==> src/rtl/multicycle_controller_if.sv <==
// Control bundle between the multi-cycle sequencer and the RV32I datapath.
// The sequencer takes the master side; the datapath (or a bench) takes the slave side.
interface multicycle_controller_if #(
    parameter int RETIRE_COUNT_WIDTH = 32
);
    logic [6:0]                    opcode;
    logic                          branch_taken;
    logic                          ir_write;
    logic                          pc_write;
    logic                          select_pc_value;
    logic                          write_enable_register;
    logic                          write_enable_memory;
    logic                          select_alu_op1;
    logic                          select_alu_op2;
    logic                          alu_force_add;
    logic [1:0]                    select_rdv;
    logic                          select_address_source;
    logic                          illegal_instr;
    logic [2:0]                    state;
    logic [RETIRE_COUNT_WIDTH-1:0] retire_count;

    modport master (
        input  opcode, branch_taken,
        output ir_write, pc_write, select_pc_value, write_enable_register,
               write_enable_memory, select_alu_op1, select_alu_op2, alu_force_add,
               select_rdv, select_address_source, illegal_instr, state, retire_count
    );

    modport slave (
        output opcode, branch_taken,
        input  ir_write, pc_write, select_pc_value, write_enable_register,
               write_enable_memory, select_alu_op1, select_alu_op2, alu_force_add,
               select_rdv, select_address_source, illegal_instr, state, retire_count
    );
endinterface

==> src/rtl/multicycle_controller.sv <==
// Multi-cycle RV32I sequencer: FETCH/DECODE/EXECUTE/MEM/WRITEBACK, all controls registered.
// Latency L+3 (ALU/jump/branch), 2L+3 (load), L+4 (store); no backpressure, TRAP holds until reset.
module multicycle_controller #(
    parameter int MEM_READ_LATENCY   = 1,
    parameter int RETIRE_COUNT_WIDTH = 32
) (
    input logic                     clk,
    input logic                     reset,
    multicycle_controller_if.master bus
);
    localparam int CW = (MEM_READ_LATENCY > 1) ? $clog2(MEM_READ_LATENCY) : 1;
    localparam logic [CW-1:0] LAST = CW'(MEM_READ_LATENCY - 1);

    typedef enum logic [2:0] {
        FETCH     = 3'd0,
        DECODE    = 3'd1,
        EXECUTE   = 3'd2,
        MEM       = 3'd3,
        WRITEBACK = 3'd4,
        TRAP      = 3'd7
    } state_t;

    typedef enum logic [3:0] {
        C_R, C_I, C_LD, C_ST, C_LUI, C_AUIPC, C_JAL, C_JALR, C_BR
    } cls_t;

    typedef struct packed {
        logic       ir_write;
        logic       pc_write;
        logic       select_pc_value;
        logic       write_enable_register;
        logic       write_enable_memory;
        logic       select_alu_op1;
        logic       select_alu_op2;
        logic       alu_force_add;
        logic [1:0] select_rdv;
        logic       select_address_source;
        logic       illegal_instr;
    } ctl_t;

    state_t                        state_q, state_d;
    cls_t                          cls_q, cls_d, dec_cls;
    logic                          dec_ok;
    logic [CW-1:0]                 cnt_q, cnt_d;
    logic                          taken_q, taken_d;
    logic                          run_q;
    logic [RETIRE_COUNT_WIDTH-1:0] retire_q;
    ctl_t                          ctl_q;

    always_comb begin
        dec_cls = C_R;
        dec_ok  = 1'b1;
        case (bus.opcode)
            7'b0110011: dec_cls = C_R;
            7'b0010011: dec_cls = C_I;
            7'b0000011: dec_cls = C_LD;
            7'b0100011: dec_cls = C_ST;
            7'b0110111: dec_cls = C_LUI;
            7'b0010111: dec_cls = C_AUIPC;
            7'b1101111: dec_cls = C_JAL;
            7'b1100111: dec_cls = C_JALR;
            7'b1100011: dec_cls = C_BR;
            default:    dec_ok  = 1'b0;
        endcase
    end

    always_comb begin
        state_d = state_q;
        cnt_d   = cnt_q;
        cls_d   = cls_q;
        taken_d = taken_q;
        // First edge after reset release (re)enters FETCH so its outputs get loaded.
        if (!run_q) begin
            state_d = FETCH;
            cnt_d   = '0;
        end else begin
            case (state_q)
                FETCH: begin
                    if (cnt_q == LAST) begin
                        state_d = DECODE;
                        cnt_d   = '0;
                    end else begin
                        cnt_d = cnt_q + 1'b1;
                    end
                end
                DECODE: begin
                    if (dec_ok) begin
                        state_d = EXECUTE;
                        cls_d   = dec_cls;
                    end else begin
                        state_d = TRAP;
                    end
                end
                EXECUTE: begin
                    if (cls_q == C_BR) taken_d = bus.branch_taken;
                    state_d = (cls_q == C_LD || cls_q == C_ST) ? MEM : WRITEBACK;
                end
                MEM: begin
                    if (cls_q == C_ST || cnt_q == LAST) begin
                        state_d = WRITEBACK;
                        cnt_d   = '0;
                    end else begin
                        cnt_d = cnt_q + 1'b1;
                    end
                end
                WRITEBACK: begin
                    state_d = FETCH;
                    cnt_d   = '0;
                end
                TRAP:    state_d = TRAP;
                default: state_d = TRAP;
            endcase
        end
    end

    // Controls for the cycle spent in state s, so they can be registered alongside the state.
    function automatic ctl_t ctl_for(state_t s, cls_t c, logic [CW-1:0] n, logic tk);
        ctl_t o;
        o = '0;
        if (s == EXECUTE || s == MEM || s == WRITEBACK) begin
            case (c)
                C_R:     begin o.select_alu_op1 = 1'b1; o.select_alu_op2 = 1'b1; o.select_rdv = 2'b01; end
                C_I:     begin o.select_alu_op1 = 1'b1; o.select_rdv = 2'b01; end
                C_LD:    begin o.select_alu_op1 = 1'b1; o.select_rdv = 2'b11; end
                C_ST:    o.select_alu_op1 = 1'b1;
                C_LUI:   begin o.select_alu_op1 = 1'b1; o.select_rdv = 2'b10; end
                C_AUIPC: o.select_rdv = 2'b01;
                C_JAL:   o.select_rdv = 2'b00;
                C_JALR:  o.select_alu_op1 = 1'b1;
                C_BR:    begin o.select_alu_op1 = 1'b1; o.select_alu_op2 = 1'b1; end
                default: o.select_rdv = 2'b00;
            endcase
        end
        case (s)
            FETCH: o.ir_write = (n == LAST);
            MEM: begin
                o.select_address_source = 1'b1;
                o.write_enable_memory   = (c == C_ST);
            end
            WRITEBACK: begin
                o.pc_write              = 1'b1;
                o.write_enable_register = !(c == C_ST || c == C_BR);
                o.select_pc_value       = (c == C_JAL) || (c == C_JALR) || (c == C_BR && tk);
                // Branch target is PC + imm, computed by the ALU in this cycle.
                if (c == C_BR) begin
                    o.select_alu_op1 = 1'b0;
                    o.select_alu_op2 = 1'b0;
                    o.alu_force_add  = 1'b1;
                end
            end
            TRAP:    o.illegal_instr = 1'b1;
            default: o.illegal_instr = 1'b0;
        endcase
        return o;
    endfunction

    always_ff @(posedge clk or posedge reset) begin
        if (reset) begin
            state_q  <= FETCH;
            cnt_q    <= '0;
            cls_q    <= C_R;
            taken_q  <= 1'b0;
            run_q    <= 1'b0;
            retire_q <= '0;
            ctl_q    <= '0;
        end else begin
            run_q   <= 1'b1;
            state_q <= state_d;
            cnt_q   <= cnt_d;
            cls_q   <= cls_d;
            taken_q <= taken_d;
            ctl_q   <= ctl_for(state_d, cls_d, cnt_d, taken_d);
            if (run_q && state_q == WRITEBACK) retire_q <= retire_q + 1'b1;
        end
    end

    assign bus.ir_write              = ctl_q.ir_write;
    assign bus.pc_write              = ctl_q.pc_write;
    assign bus.select_pc_value       = ctl_q.select_pc_value;
    assign bus.write_enable_register = ctl_q.write_enable_register;
    assign bus.write_enable_memory   = ctl_q.write_enable_memory;
    assign bus.select_alu_op1        = ctl_q.select_alu_op1;
    assign bus.select_alu_op2        = ctl_q.select_alu_op2;
    assign bus.alu_force_add         = ctl_q.alu_force_add;
    assign bus.select_rdv            = ctl_q.select_rdv;
    assign bus.select_address_source = ctl_q.select_address_source;
    assign bus.illegal_instr         = ctl_q.illegal_instr;
    assign bus.state                 = state_q;
    assign bus.retire_count          = retire_q;
endmodule

==> src/flat_wrapper.sv <==
// flat-port wrapper written by rule: the top's interface ports become plain ports
module multicycle_controller_flat 
#(
    parameter int MEM_READ_LATENCY   = 1,
    parameter int RETIRE_COUNT_WIDTH = 32
)
  (clk, reset, bus_opcode, bus_branch_taken, bus_ir_write, bus_pc_write, bus_select_pc_value, bus_write_enable_register, bus_write_enable_memory, bus_select_alu_op1, bus_select_alu_op2, bus_alu_force_add, bus_select_rdv, bus_select_address_source, bus_illegal_instr, bus_state, bus_retire_count);
  multicycle_controller_if #(.RETIRE_COUNT_WIDTH(RETIRE_COUNT_WIDTH)) bus_i ();
  input logic clk;
  input logic reset;
  input wire logic [$bits(bus_i.opcode)-1:0] bus_opcode;
  input wire logic [$bits(bus_i.branch_taken)-1:0] bus_branch_taken;
  output wire logic [$bits(bus_i.ir_write)-1:0] bus_ir_write;
  output wire logic [$bits(bus_i.pc_write)-1:0] bus_pc_write;
  output wire logic [$bits(bus_i.select_pc_value)-1:0] bus_select_pc_value;
  output wire logic [$bits(bus_i.write_enable_register)-1:0] bus_write_enable_register;
  output wire logic [$bits(bus_i.write_enable_memory)-1:0] bus_write_enable_memory;
  output wire logic [$bits(bus_i.select_alu_op1)-1:0] bus_select_alu_op1;
  output wire logic [$bits(bus_i.select_alu_op2)-1:0] bus_select_alu_op2;
  output wire logic [$bits(bus_i.alu_force_add)-1:0] bus_alu_force_add;
  output wire logic [$bits(bus_i.select_rdv)-1:0] bus_select_rdv;
  output wire logic [$bits(bus_i.select_address_source)-1:0] bus_select_address_source;
  output wire logic [$bits(bus_i.illegal_instr)-1:0] bus_illegal_instr;
  output wire logic [$bits(bus_i.state)-1:0] bus_state;
  output wire logic [$bits(bus_i.retire_count)-1:0] bus_retire_count;
  assign bus_i.opcode = bus_opcode;
  assign bus_i.branch_taken = bus_branch_taken;
  assign bus_ir_write = bus_i.ir_write;
  assign bus_pc_write = bus_i.pc_write;
  assign bus_select_pc_value = bus_i.select_pc_value;
  assign bus_write_enable_register = bus_i.write_enable_register;
  assign bus_write_enable_memory = bus_i.write_enable_memory;
  assign bus_select_alu_op1 = bus_i.select_alu_op1;
  assign bus_select_alu_op2 = bus_i.select_alu_op2;
  assign bus_alu_force_add = bus_i.alu_force_add;
  assign bus_select_rdv = bus_i.select_rdv;
  assign bus_select_address_source = bus_i.select_address_source;
  assign bus_illegal_instr = bus_i.illegal_instr;
  assign bus_state = bus_i.state;
  assign bus_retire_count = bus_i.retire_count;
  multicycle_controller #(.MEM_READ_LATENCY(MEM_READ_LATENCY), .RETIRE_COUNT_WIDTH(RETIRE_COUNT_WIDTH)) u_core (.clk(clk), .reset(reset), .bus(bus_i));
endmodule
==> config.mk <==
export PLATFORM = sky130hd
export DESIGN_NAME = multicycle_controller_flat
export DESIGN_NICKNAME = d
export VERILOG_FILES = /design/src/rtl/multicycle_controller_if.sv /design/src/rtl/multicycle_controller.sv /design/src/flat_wrapper.sv
export SDC_FILE = /design/constraint.sdc
export NUM_CORES = 1
export LEC_CHECK = 0
export ABC_AREA = 1
export CORE_UTILIZATION = 33
export DETAILED_ROUTE_END_ITERATION = 16
export PLACE_DENSITY = 0.59
export REMOVE_ABC_BUFFERS = 1
export SYNTH_ARGS = -nofsm -noshare
export SYNTH_HDL_FRONTEND = slang
export SYNTH_SLANG_ARGS = --single-unit
==> constraint.sdc <==
create_clock -name clk -period 2.75 [get_ports clk]
set_input_delay 0.55 -clock clk [delete_from_list [all_inputs] [get_ports clk]]
set_output_delay 0.55 -clock clk [all_outputs]
set_load 0.01 [all_outputs]
==> out/qor.txt <==
Vias in the first global route -> 1990
Crit path launch -> bus_opcode[4]
Simple-gate share of the synthesized area -> 31.17%
CP Launch Type -> primary input
Worst r2r src -> u_core.bus.state[1]
Hold Crit Class -> flop to flop
Diodes inserted -> 0
Avg WL per Cell -> 11.21 µm
Antenna-violating nets left -> 0
Ys Warns -> 0
Num CTS Buffers -> 5
Congestion Overflow GR -> 0
Share of cells above drive strength 1 -> 10.72%
Power per cell area -> 645.0 nW/µm²
Worst VDD drop -> 0.2933 mV
Synth Area in Adders -> 0.4598%
Setup ws final -> 0.6172 ns
CTS root buffer -> clkbuf_8
Run status -> complete, no violations
Most common cell after layout, fill and taps aside -> nand2_1
Largest net degree at the start of global routing -> 55
Hold Crit Depth -> 1
Final setup viols -> 0
Main combinational cell family by area after synthesis -> simple AND/OR/NAND/NOR gates
Syn Area/Cell -> 8.836 µm²
Minimum clock period -> 2.133 ns
Final hold violation count -> 0
Die Span Y -> 92.81 µm
CP Capture Type -> flop
Post-cts resize count -> 0
Mapped Area -> 2721 µm²
Synth Area in Compound Gates -> 2.069%
Fin area -> 3522 µm²
Mapped Cells -> 308
Power Total -> 2272 µW
Crit-path cells -> clkdlybuf4s50_1 > inv_1 > nand3_1 > nor2_1 > nor2_1 > nand4_1 > nand2_1 > nand2_1 > inv_1 > nand3_1 > nand2_1 > inv_1 > nor2_1
Rows -> 32
Crit-path slowest cell -> clkdlybuf4s50_1
P&R area growth vs syn -> 29.43%
Die area -> 8614 µm²
H-tree depth -> 2
First-pass GRT wire length -> 9370 µm
Clk_lat worst skew -> 0.31 ns
Starting Density -> 34.68%
Pins Over Slew Limit -> 0
CP max FO -> 5
# clock sinks -> 54
Hold buffer count at CTS -> 0
Post-synthesis sequential area ratio -> 49.66%
WP data required -> 2.98 ns
Seq cells post-synth -> 54
Die X -> 92.81 µm
Post-CTS Setup Bufs -> 0
Worst-case reg-to-reg path depth -> 9
Residual DRC count -> 0
Clock-pin slew on the worst setup and hold paths -> 0.10 ns
Port Buffers -> 56
Vias -> 2159
Initial antenna violation count -> 0
WP data arrival -> 2.37 ns
Mux cell area share after synthesis -> 0.3678%
R2r setup slk -> 0.85 ns
Clk_skew -> 0.01178 ns
Maxcap violations -> 0
Reg-to-Reg End -> u_core.bus.retire_count[27]
Max incr delay on CP -> 0.47 ns
Core footprint -> 7848 µm²
Total placed instance area -> 3417 µm²
Fmax -> 468.9 MHz
Measured slew at the worst slew-check pin -> 0.6809 ns
Post-synthesis xor/xnor area fraction -> 9.655%
Via/cell ratio -> 4.545
Worst Hold Path EP -> u_core.bus.retire_count[31]
Critical path type -> primary input to flop
Leakage Power -> 0.001684 µW
GP Congestion -> 0.8542
Setup WS pre-CTS -> 0.2932 ns
Initial DRT Pass Iterations -> 4
Hold Startpoint -> u_core.bus.retire_count[31]
Hold Slack -> 0.4798 ns
Final Cycle Share -> 77.56%
Most frequent cells in the layout -> nand2_1, clkdlybuf4s50_1, dfrtp_1
TritonCTS clock tree -> done
Ports -> 57
Total track usage -> 13.67%
Distinct cells, synth -> 28
Dpl hpwl -> 4083 µm
Routed wire length -> 5323 µm
Setup tns final -> 0 ns
Maximum clock path buffer count -> 2
Nets -> 383
Max-slew headroom -> 54.61%
RSZ-0062 raised after global routing -> no
Initial DRC Count -> 79
==> logic make-up (layout without fill, tap and decap cells) <==
| kind of cell | after synthesis | after routing |
|---|---|---|
| flip-flops | 54 | 54 |
| multiplexers | 1 | 1 |
| XOR/XNOR | 30 | 30 |
| other | 1 | 1 |
| adder cells (fa/ha/maj) | 1 | 1 |
| buffers and inverters | 47 | 112 |
| AND/OR/NAND/NOR | 164 | 164 |
| AO/OA/AOI/OAI | 10 | 10 |
==> per-layer routing <==
metal	global-route usage, %	vias to the layer above	wire (µm)
met5	0	-	0
met4	3.846	0	63
met3	2.709	7	247
met2	21.75	55	2454
met1	18.80	1006	2558
li1	-	1091	-
==> metrics by stage <==
step | std cells | utilization (%)
after detailed placement | 467 | 43.54
after floorplan | 308 | -
after global routing | 475 | 44.88
after global placement | 467 | 43.54
final | 475 | 44.88
after CTS | 475 | 44.88
==> registers in the layout, summed over array words and instances, names as in the netlist <==
name                              count
u_core.bus.retire_count              32
u_core.cls_q                          4
u_core.bus.state                      3
u_core.bus.select_rdv                 2
u_core.bus.alu_force_add              1
u_core.bus.illegal_instr              1
u_core.bus.ir_write                   1
u_core.bus.pc_write                   1
u_core.bus.select_address_source      1
u_core.bus.select_alu_op1             1
u_core.bus.select_alu_op2             1
u_core.bus.select_pc_value            1
u_core.bus.write_enable_memory        1
u_core.bus.write_enable_register      1
u_core.cnt_q                          1
u_core.run_q                          1
u_core.taken_q                        1
==> power by group <==
part	internal (µW)	leakage [µW]	switching [µW]
Clock	231	0.0000544	252
Sequential	910	0.000733	101
Combinational	319	0.000896	458
==> area by class of cell <==
class / instances / area (µm²)
multi-input combinational: 207 / 1194
clock buffer: 7 / 96.34
timing repair buffer: 57 / 568.0
clock inverter: 1 / 8.758
inverter: 47 / 176.4
sequential: 54 / 1351
tap: 102 / 127.6
fill: 782 / 4325
==> worst max path at each step <==
| stage | depth (start not counted) | to | slack [ns] |
|---|---|---|---|
| after CTS | 13 | u_core.bus.select_rdv[0] | 0.62 |
| after global routing | 13 | u_core.bus.select_alu_op1 | 0.36 |
| after global placement | 15 | u_core.bus.select_alu_op1 | 0.37 |
| after floorplan | 1 | u_core.bus.alu_force_add | 0.89 |
| final | 13 | u_core.bus.select_rdv[0] | 0.62 |
| after detailed placement | 13 | u_core.bus.select_rdv[0] | 0.29 |
==> synthesized netlist by cell type (all sizes together) <==
cell type   n  area share, %
nor4        2           0.69
a21oi       6            1.2
xor2       18            5.8
nand2      68             10
o21ai       3           0.55
mux2i       1           0.37
nand4      16            4.8
o211ai      1           0.28
nor3        7            1.8
and3        1           0.23
nand3      21            4.2
nor2       48            8.6
xnor2      12            3.9
conb        1           0.14
inv        47            6.5
nand3b      1           0.28
ha          1           0.46
dfrtp      54             50
==> critical path: cells and delay by family <==
| family | cells | cell delay (ns) |
|---|---|---|
| buffers and inverters | 4 | 0.75 |
| and+or+nand+nor | 9 | 1.06 |
No activity file was read; power rests on OpenSTA's default activity.
